$ cat src/rtl/ctrl_pipe.sv
// ctrl_pipe: decodes the ID opcode into a 13-bit control bundle and carries it through
// EX/MEM/WB, with global stall, branch flush, load-use interlock and a saturating retire counter.
module ctrl_pipe #(
    parameter int INSTR_W        = 6,
    parameter int CNT_W          = 16,
    parameter bit LOAD_USE_STALL = 1'b1
) (
    input  logic               clk,
    input  logic               rst_n,
    input  logic [INSTR_W-1:0] instr,
    input  logic               instr_valid,
    input  logic               stall,
    input  logic               branch_taken,
    output logic [12:0]        ex_ctrl,
    output logic [12:0]        mem_ctrl,
    output logic [12:0]        wb_ctrl,
    output logic               ex_valid,
    output logic               mem_valid,
    output logic               wb_valid,
    output logic               load_use_stall,
    output logic [CNT_W-1:0]   retire_cnt
);

    localparam logic [2:0] OP_LSW  = 3'd0;
    localparam logic [2:0] OP_SET  = 3'd1;
    localparam logic [2:0] OP_BNE  = 3'd2;
    localparam logic [2:0] OP_PAR  = 3'd3;
    localparam logic [2:0] OP_ADD  = 3'd4;
    localparam logic [2:0] OP_XOR  = 3'd5;
    localparam logic [2:0] OP_LSOR = 3'd6;
    localparam logic [2:0] OP_NOP  = 3'd7;

    localparam int B_REGWR  = 12;
    localparam int B_MEMWR  = 11;
    localparam int B_BRREL  = 10;
    localparam int B_REGMEM = 9;
    localparam int B_ALUSRC = 8;
    localparam int B_DATSRC = 7;
    localparam int B_RDADDR = 6;
    localparam int B_LDST   = 5;

    localparam logic [CNT_W-1:0] CNT_MAX = {CNT_W{1'b1}};
    localparam logic [CNT_W-1:0] CNT_ONE = CNT_W'(1'b1);

    function automatic logic [12:0] decode(input logic [2:0] op, input logic [2:0] sub);
        logic [12:0] c;
        c = 13'h0000;
        case (op)
            OP_LSW: begin
                if (sub == 3'd0) begin
                    c[B_MEMWR] = 1'b1;
                end else begin
                    c[B_REGWR] = 1'b1;
                    c[B_LDST]  = 1'b1;
                end
            end
            OP_SET: begin
                c[B_REGWR]  = 1'b1;
                c[B_REGMEM] = 1'b1;
                c[4:3]      = 2'd2;
            end
            OP_BNE: begin
                c[B_BRREL]  = 1'b1;
                c[B_RDADDR] = 1'b1;
                c[2:0]      = 3'd2;
            end
            OP_PAR, OP_XOR, OP_LSOR: begin
                c[B_REGWR]  = 1'b1;
                c[B_DATSRC] = 1'b1;
                c[4:3]      = 2'd1;
                c[2:0]      = op;
            end
            OP_ADD: begin
                c[B_REGWR]  = 1'b1;
                c[B_ALUSRC] = 1'b1;
                c[B_DATSRC] = 1'b1;
                c[B_RDADDR] = 1'b1;
                c[4:3]      = 2'd1;
                c[2:0]      = 3'd4;
            end
            default: c = 13'h0000;
        endcase
        return c;
    endfunction

    logic [2:0]       op_s;
    logic [2:0]       sub_s;
    logic             reads_reg_s;
    logic             lus_s;
    logic [12:0]      ex_ctrl_nxt_s;
    logic             ex_valid_nxt_s;
    logic [12:0]      ex_ctrl_r;
    logic [12:0]      mem_ctrl_r;
    logic [12:0]      wb_ctrl_r;
    logic             ex_valid_r;
    logic             mem_valid_r;
    logic             wb_valid_r;
    logic [CNT_W-1:0] retire_cnt_r;

    assign op_s        = instr[INSTR_W-1 -: 3];
    assign sub_s       = instr[INSTR_W-4 -: 3];
    assign reads_reg_s = instr_valid && (op_s != OP_SET) && (op_s != OP_NOP);
    // A taken branch kills the ID instruction, so it never needs to wait for the lw.
    assign lus_s = LOAD_USE_STALL && ex_valid_r && ex_ctrl_r[B_REGWR] && ex_ctrl_r[B_LDST]
                   && reads_reg_s && !branch_taken;

    // EX-stage input: decoded bundle or a bubble
    always_comb begin
        ex_ctrl_nxt_s  = 13'h0000;
        ex_valid_nxt_s = 1'b0;
        if (instr_valid && !branch_taken && !lus_s) begin
            ex_ctrl_nxt_s  = decode(op_s, sub_s);
            ex_valid_nxt_s = 1'b1;
        end else begin
            ex_ctrl_nxt_s  = 13'h0000;
            ex_valid_nxt_s = 1'b0;
        end
    end

    // Stage registers; a stall freezes the whole pipe
    always_ff @(posedge clk or negedge rst_n) begin
        if (!rst_n) begin
            ex_ctrl_r   <= 13'h0000;
            mem_ctrl_r  <= 13'h0000;
            wb_ctrl_r   <= 13'h0000;
            ex_valid_r  <= 1'b0;
            mem_valid_r <= 1'b0;
            wb_valid_r  <= 1'b0;
        end else if (!stall) begin
            ex_ctrl_r   <= ex_ctrl_nxt_s;
            ex_valid_r  <= ex_valid_nxt_s;
            mem_ctrl_r  <= ex_ctrl_r;
            mem_valid_r <= ex_valid_r;
            wb_ctrl_r   <= mem_ctrl_r;
            wb_valid_r  <= mem_valid_r;
        end
    end

    // Saturating count of instructions leaving WB
    always_ff @(posedge clk or negedge rst_n) begin
        if (!rst_n) begin
            retire_cnt_r <= {CNT_W{1'b0}};
        end else if (!stall && wb_valid_r && (retire_cnt_r != CNT_MAX)) begin
            retire_cnt_r <= retire_cnt_r + CNT_ONE;
        end
    end

    assign ex_ctrl        = ex_ctrl_r;
    assign mem_ctrl       = mem_ctrl_r;
    assign wb_ctrl        = wb_ctrl_r;
    assign ex_valid       = ex_valid_r;
    assign mem_valid      = mem_valid_r;
    assign wb_valid       = wb_valid_r;
    assign load_use_stall = lus_s;
    assign retire_cnt     = retire_cnt_r;

endmodule

$ cat config.mk
export PLATFORM = sky130hd
export DESIGN_NAME = ctrl_pipe
export DESIGN_NICKNAME = d
export VERILOG_FILES = /design/src/rtl/ctrl_pipe.sv
export SDC_FILE = /design/constraint.sdc
export NUM_CORES = 1
export LEC_CHECK = 0
export CAP_MARGIN = 0
export CORE_MARGIN = 2
export CORE_UTILIZATION = 36
export CTS_BUF_LIST = sky130_fd_sc_hd__clkbuf_4 sky130_fd_sc_hd__clkbuf_8
export CTS_CLUSTER_SIZE = 10
export DETAILED_ROUTE_END_ITERATION = 10
export DONT_BUFFER_PORTS = 1
export PLACE_DENSITY = 0.49
export SETUP_SLACK_MARGIN = 0.3
export SKIP_CTS_REPAIR_TIMING = 1
export SLEW_MARGIN = 15
export SYNTH_ARGS = -nofsm -noshare
export SYNTH_HDL_FRONTEND = slang
export SYNTH_SLANG_ARGS = --single-unit
$ cat constraint.sdc
create_clock -name clk -period 3.1 [get_ports clk]
set_input_delay 0.31 -clock clk [delete_from_list [all_inputs] [get_ports clk]]
set_output_delay 0.31 -clock clk [all_outputs]
set_load 0.03 [all_outputs]
# ---- Yosys cells after proc, flatten, opt, wreduce, memory -nomap -nowiden
# Index checks and enable logic that the tools add are counted.
# Widths: inputs -> output; s select.
dict set report op_classes {
  n_addsub 1
  multipliers 0
  div 0
  order_cmp 0
  eq_ne 9
  shifts 0
  mux 14
  bitwise_logic 0
  n_reduce_logical 19
}
# cell n
set ops {}
lappend ops {{$add 16x1->16 const B} 1}
lappend ops {{$ne 16x16->1 const B} 1}
lappend ops {{$mux 13} 1}
lappend ops {{$logic_and 1x1->1} 10}
lappend ops {{$mux 1} 10}
lappend ops {{$eq 3x3->1 const B} 3}
lappend ops {{$pmux 3 s3} 1}
lappend ops {{$eq 3x2->1 const B} 2}
lappend ops {{$logic_not 3->1} 2}
lappend ops {{$reduce_or 5->1} 1}
lappend ops {{$pmux 2 s2} 1}
lappend ops {{$reduce_or 4->1} 1}
lappend ops {{$eq 3x1->1 const B} 1}
lappend ops {{$logic_not 1->1} 3}
lappend ops {{$ne 3x1->1 const B} 1}
lappend ops {{$ne 3x3->1 const B} 1}
lappend ops {{$reduce_or 3->1} 1}
lappend ops {{$pmux 1 s2} 1}
lappend ops {{$reduce_or 2->1} 1}
dict set report totals {
  regBits 58
  latchBits 0
  mem_bits_rw 0
  rom_bits 0
  in_bits 11
  output_inout_bits 59
  elab_cells 50
  memories 0
}

# ---- Depth between registers and ports, before layout
# Gate-level depths: netlist (run 1).
dict set report logic_depth {
  depth_word 8
  mapped_depth 6
  depth_no_buf 5
}

# ---- Worst setup path after synthesis (run 1)
# Ideal clock, no wire load.
dict set report synth_path {
  kind {flip-flop to flip-flop}
  from {register retire_cnt_r[0], in the netlist retire_cnt[0]}
  to {register retire_cnt_r[1], in the netlist retire_cnt[1]}
  setup_ns 0.125
  arrival_ns 1.685
  required_time_ns 2.975
  setup_slack_ns 1.291
  path_stages_with_launch 7
  n_path_buf 1
  period_less_slack_ns 1.809
  cell_sequence {dfrtp_1 -> ha_1 -> nand3_1 -> and3b_1 -> buf_2 -> a21oi_2 -> mux2_2}
}
dict set report synth_via {
  elab_chain_cells 2
  elab_cells_between_ends 3
  classes_between {add/sub: 1; eq/ne: 1; reduce/logical: 1}
}
# item line_no
set synth_rtl {}
lappend synth_rtl {{start, declared} 98} ;# logic [CNT_W-1:0] retire_cnt_r;
lappend synth_rtl {{start signal, assigned} 142} ;# retire_cnt_r <= {CNT_W{1'b0}};
lappend synth_rtl {{start signal, assigned} 144} ;# retire_cnt_r <= retire_cnt_r + CNT_ONE;
lappend synth_rtl {{parallel branches: the longest is 2 deep, another holds $add 16x1->16} --}
# Parallel ways; which one is timed is not known.
# A chain may end at the register's enable or synchronous reset.

# ---- Worst setup path after layout (run 1)
dict set report layout_path {
  from {register ex_ctrl_r[12], in the netlist ex_ctrl[12]}
  to {output load_use_stall}
}
dict set report layout_via {
  elab_chain_cells 4
}
# item line_no
set layout_rtl {}
lappend layout_rtl {{start, declared} 92} ;# logic [12:0] ex_ctrl_r;
lappend layout_rtl {{start signal, assigned} 130} ;# ex_ctrl_r <= ex_ctrl_nxt_s;
lappend layout_rtl {{$logic_and 1x1->1 (2 in series)} 104} ;# assign lus_s = LOAD_USE_STALL && ex_valid_r && ex_ctrl_r[B_REGWR] && ex_ctrl_r[B_LDST]
lappend layout_rtl {{$logic_and 1x1->1 (2 in series)} 105} ;# && reads_reg_s && !branch_taken;
lappend layout_rtl {{end, declared} 20} ;# output logic load_use_stall,
# Every way passes these cells.

==> flow_metrics.env, run 1 <==
export IMPL_worst_pin_slew_ns=0.5831
export IMPL_path_class="reg2out"
export IMPL_hold_class="in2reg"
export IMPL_gr_total_overflow=0
export IMPL_fmax_mhz=496.4
export IMPL_syn_num_nets=198
export IMPL_clockBufferDepth=2
export IMPL_drive_above_1_share=0.2174
export IMPL_syn_instance_count=186
export IMPL_pin_count=70
export IMPL_arrival_ns=1.70
export IMPL_final_area_um2=2519
export IMPL_finalSetupTns_ns=0
export IMPL_cts_tree="done"
export IMPL_drt_pass1_iterations=4
export IMPL_die_h_um=84.90
export IMPL_vdd_drop_max_v=0.0002338
export IMPL_cpPeakStageDelay_ns=0.59
export IMPL_drt_initial_drc_count=54
export IMPL_dpl_cell_area_um2=2392
export IMPL_cp_cell_sequence="nand3_1, a21oi_1, and3b_1"
export IMPL_post_route_util=0.3967
export IMPL_power_density_nw_per_um2=575.9
export IMPL_diodes=0
export IMPL_min_period_ns=2.015
export IMPL_skew_ns=0.006300
export IMPL_final_nets=195
export IMPL_grt_pass1_wl_um=7562
export IMPL_whs_path_depth=1
export IMPL_crit_required_ns=2.79
export IMPL_path_delay_family="flip-flops"
export IMPL_track_usage=0.1324
export IMPL_antenna_found_initial=0
export IMPL_max_slew_margin=0.6113
export IMPL_dieArea_um2=7207
export IMPL_syn_to_final_growth_pct=6.904
export IMPL_vias=1433
export IMPL_antenna_left=0
export IMPL_clock_latency_ns=0.30
export IMPL_grt_start_max_net_pins=56
export IMPL_die_w_um=84.90
export IMPL_synth_commonest_cells="dfrtp_1, mux2_2, nand2_1, xor2_1, nand3_1"
export IMPL_root_buffer="clkbuf_8"
export IMPL_synthFlopType="dfrtp_1"
export IMPL_initial_core_util=0.3710
export IMPL_yosys_warnings=0
export IMPL_path_clk_slew_ns=0.09
export IMPL_syn_avg_cell_area_um2=12.67
export IMPL_hold_viol=0
export IMPL_crit_fanout=4
export IMPL_yosysTopAreaCellShare=0.5842
export IMPL_async_flop_share=1.000
export IMPL_core_area_um2=6350
export IMPL_io_buffers=0
export IMPL_finalSetupViolCount=0
export IMPL_synth_edff_count=0
export IMPL_synth_distinct_cells=34
export IMPL_vias_per_cell=5.490
export IMPL_ys_ff_latch=55
export IMPL_min_period_over_period=0.6499
export IMPL_wirelength_um=4562
export IMPL_grt_pass1_vias=1456
export IMPL_routabilityCongestion=0.7701
export IMPL_slew_violations=0
export IMPL_outcome="finished clean"
export IMPL_synth_area_leaders="dfrtp_1, mux2_2, xor2_1"
export IMPL_worst_r2r_path_depth=5
export IMPL_rows=29
export IMPL_synth_top_area_cell="dfrtp_1"
export IMPL_dp_hpwl_um=3213
export IMPL_p_leak_nw=1.233
export IMPL_synth_most_common_cell="dfrtp_1"
export IMPL_hold_slack_ns=0.08920
export IMPL_start_kind="flop"
export IMPL_htreeDepth=2
export IMPL_slowest_stage="dfrtp_1"
export IMPL_syn_area_um2=2356
export IMPL_cp_num_cells=3
export IMPL_crit_buf_inv=0
export IMPL_cp_end_kind="output port"
export IMPL_avgRoutedWirePerCell_um=17.48
export IMPL_cts_buffers=5
export IMPL_max_cap_violations=0
export IMPL_drc=0
export IMPL_cts_sinks=55
export IMPL_rsz0062_at_grt="no"
export IMPL_ys_seq_area_frac=0.5842
## metal layers
layer,GRT usage,wire length (um)
met5,0,0
met2,0.2047,2188
met4,0.03896,40
met1,0.1745,1985
met3,0.05058,348
## flip-flops by register name, indices dropped and copies added (netlist names)
signal      flops
ex_ctrl        12
ex_valid        1
mem_ctrl       12
mem_valid       1
retire_cnt     16
wb_ctrl        12
wb_valid        1
## metrics by stage
stage          worst slack [ns]  total power, W  instances
2_1_floorplan             1.291        0.001040        186
3_3_place_gp              1.242        0.001053        251
3_5_place_dp              1.210        0.001061        251
4_1_cts                   1.050        0.001453        259
5_1_grt                  0.9295        0.001527        261
6_report                  1.085        0.001451        261
## where the power goes
part | leakage [nW] | internal, W | total (W) | switching [W]
registers | 0.744 | 0.000771 | 0.000957 | 0.000186
logic | 0.440 | 0.0000595 | 0.000106 | 0.0000462
clock network | 0.0491 | 0.000177 | 0.000388 | 0.000211
## area by class of cell
cell class / instances / area [um^2]
clock buffers: 7 / 83.83
clock inverters: 1 / 5.005
fillers: 604 / 3831
inverters: 3 / 11.26
multi-input cells: 116 / 908.4
flip-flops and latches: 55 / 1376
well taps: 77 / 96.34
repair buffers: 2 / 37.54
## placed cells by master, fill, tap and decap left out, drive strengths merged
master / instances
xor2: 10
dfrtp: 55
nor2: 6
clkinv: 1
ha: 1
buf: 1
a211oi: 1
o41ai: 1
or3b: 2
xnor2: 6
mux2: 27
a32o: 5
a21oi: 6
and4: 3
nand2: 10
nor3: 4
and2: 2
clkbuf: 7
dlygate4sd3: 1
o21ai: 4
and3: 1
nor4: 2
and3b: 2
nor2b: 1
mux2i: 1
a22o: 1
nand3: 8
nand4: 6
nand2b: 3
inv: 3
a21o: 3
## final timing paths
path | startpoint | end | slack (ns)
max | ex_ctrl[12] | load_use_stall | 1.09
min | instr[4] | ex_ctrl[5] | 0.09
min reg2reg | retire_cnt[7] | retire_cnt[7] | 0.70
min in group asynchronous | rst_n | ex_ctrl[8] | 0.51
max in group asynchronous | rst_n | retire_cnt[8] | 2.34
max reg2reg | retire_cnt[0] | retire_cnt[1] | 1.20
## cells by family after synthesis
group | count (synthesis) | share of synthesized area
flops | 55 | 0.5842
simple gates | 50 | 0.1200
mux | 28 | 0.1333
compound gates | 21 | 0.06745
xor+xnor | 16 | 0.05948
buf+inv | 15 | 0.03027
fa+ha+maj | 1 | 0.005310
(Power assumes the default switching activity.)
==> inputs of run 2 (changes only) <==
- PLACE_DENSITY: 0.49 -> 0.51
- clock period: 3.1 -> 1.82 ns (I/O delays scaled with it)
==> flow_metrics.env, run 2 (synthesis results as in run 1) <==
export IMPL_outcome="finished clean"
export IMPL_die_h_um=84.90
export IMPL_whs_path_depth=2
export IMPL_avgRoutedWirePerCell_um=17.95
export IMPL_pre_cts_ws_ns=0.2236
export IMPL_drt_pass1_iterations=4
export IMPL_root_buffer="clkbuf_8"
export IMPL_nFillCells=579
export IMPL_wirelength_um=5153
export IMPL_htreeDepth=2
export IMPL_vias_per_cell=5.429
export IMPL_finalNonFillerCells=287
export IMPL_total_power_w=0.002954
export IMPL_drc=0
export IMPL_cts_sinks=55
export IMPL_holdCritStartpoint="stall"
export IMPL_min_period_ns=1.584
export IMPL_crit_start="retire_cnt[1]"
export IMPL_crit_fanout=4
export IMPL_cp_end_kind="flop"
export IMPL_hold_viol=0
export IMPL_syn_to_final_growth_pct=21.40
export IMPL_fmax_mhz=631.3
export IMPL_hold_class="in2reg"
export IMPL_gr_total_overflow=0
export IMPL_grt_pass1_wl_um=8480
export IMPL_dieArea_um2=7207
export IMPL_skew_ns=0.01349
export IMPL_arrival_ns=1.83
export IMPL_worst_pin_slew_ns=0.5880
export IMPL_hold_slack_ns=0.02319
export IMPL_pin_count=70
export IMPL_dp_hpwl_um=3586
export IMPL_path_class="reg2reg"
export IMPL_track_usage=0.1467
export IMPL_p_leak_nw=1.379
export IMPL_final_nets=221
export IMPL_rows=29
export IMPL_max_slew_margin=0.6080
export IMPL_min_period_over_period=0.8704
export IMPL_initial_core_util=0.3710
export IMPL_clock_latency_ns=0.31
export IMPL_power_density_nw_per_um2=1033
export IMPL_cts_buffers=5
export IMPL_grt_pass1_vias=1593
export IMPL_slew_violations=0
export IMPL_finalSetupTns_ns=0
export IMPL_worst_r2r_path_depth=6
export IMPL_vias=1558
export IMPL_cts_tree="done"
export IMPL_finalSetupViolCount=0
export IMPL_rr_endpoint="retire_cnt[15]"
export IMPL_path_clk_slew_ns=0.10
export IMPL_core_area_um2=6350
export IMPL_layout_setup_ws_ns=0.2359
export IMPL_timing_rr_start="retire_cnt[1]"
export IMPL_rsz0062_at_grt="yes"
export IMPL_r2r_slack_ns=0.24
export IMPL_max_cap_violations=0
export IMPL_antenna_left=0
export IMPL_largest_reg_flops=16
export IMPL_drt_initial_drc_count=73
export IMPL_whs_endpoint="ex_ctrl[5]"
export IMPL_drive_above_1_share=0.4048
export IMPL_crit_required_ns=2.06
export IMPL_start_kind="flop"
export IMPL_clockBufferDepth=2
export IMPL_final_common_cell="dfrtp_1"
export IMPL_grt_start_max_net_pins=56
export IMPL_diodes=0
export IMPL_io_buffers=0
export IMPL_die_w_um=84.90
export IMPL_mostFrequentLayoutCells="dfrtp_1, mux2_2, buf_4, xor2_1, nand2_1"
export IMPL_vdd_drop_max_v=0.0004288
export IMPL_routabilityCongestion=0.7549
export IMPL_placed_cells=271
export IMPL_antenna_found_initial=0
[run 2: cell count changes in the layout (fill, tap and decap cells not counted), sizes merged]
cell,previous run,this run
clkbuf,7,6
dlygate4sd3,1,3
bufinv,0,2
clkinv,1,0
buf,1,25
[run 2: worst max path at each step]
| stage | to | slack (ns) | cells past startpoint |
|---|---|---|---|
| 6_report | retire_cnt[15] | 0.24 | 6 |
| 5_1_grt | retire_cnt[15] | 0.15 | 6 |
| 4_1_cts | retire_cnt[1] | 0.21 | 5 |
| 3_5_place_dp | retire_cnt[1] | 0.22 | 5 |
| 3_3_place_gp | retire_cnt[1] | 0.28 | 4 |
| 2_1_floorplan | retire_cnt[1] | 0.21 | 6 |
[run 2: area by class of cell]
cell class | count | area (um^2) | area share
inverter | 3 | 11.26 | 0.003937
clock inverter | 2 | 60.06 | 0.02100
timing repair buffer | 28 | 245.2 | 0.08574
multi-input combinational | 116 | 983.4 | 0.3438
sequential | 55 | 1388 | 0.4851
tap | 77 | 96.34 | 0.03368
clock buffer | 6 | 76.32 | 0.02668
[run 2: where the power goes]
group	internal, W	switching (W)
clock	0.000565	0.000398
combinational	0.000221	0.000269
sequential	0.00132	0.000179
total	0.00211	0.000847
[run 2: routing by layer]
| metal | vias up | wire length (um) | share of wire | track usage |
|---|---|---|---|---|
| li1 | 701 | - | - | - |
| met1 | 797 | 2140 | 0.42 | 0.1926 |
| met2 | 54 | 2533 | 0.49 | 0.2276 |
| met3 | 6 | 425 | 0.082 | 0.06226 |
| met4 | 0 | 54 | 0.010 | 0.03463 |
| met5 | - | 0 | 0 | 0 |
[run 2: worst max-delay path: stages, from the launching register on]
cell and delay (ns):
dfrtp_2 0.42, buf_6 0.16, and4_4 0.23, nand4_1 0.17, buf_4 0.19, nor4_2 0.18
xor2_1 0.17
[run 2: per-stage QoR]
stage               area [um^2]    util
global route               2860  0.4504
finish                     2860  0.4504
detailed placement         2582  0.4067
global placement           2582  0.4067
CTS                        2719  0.4282
floorplan                  2409       -
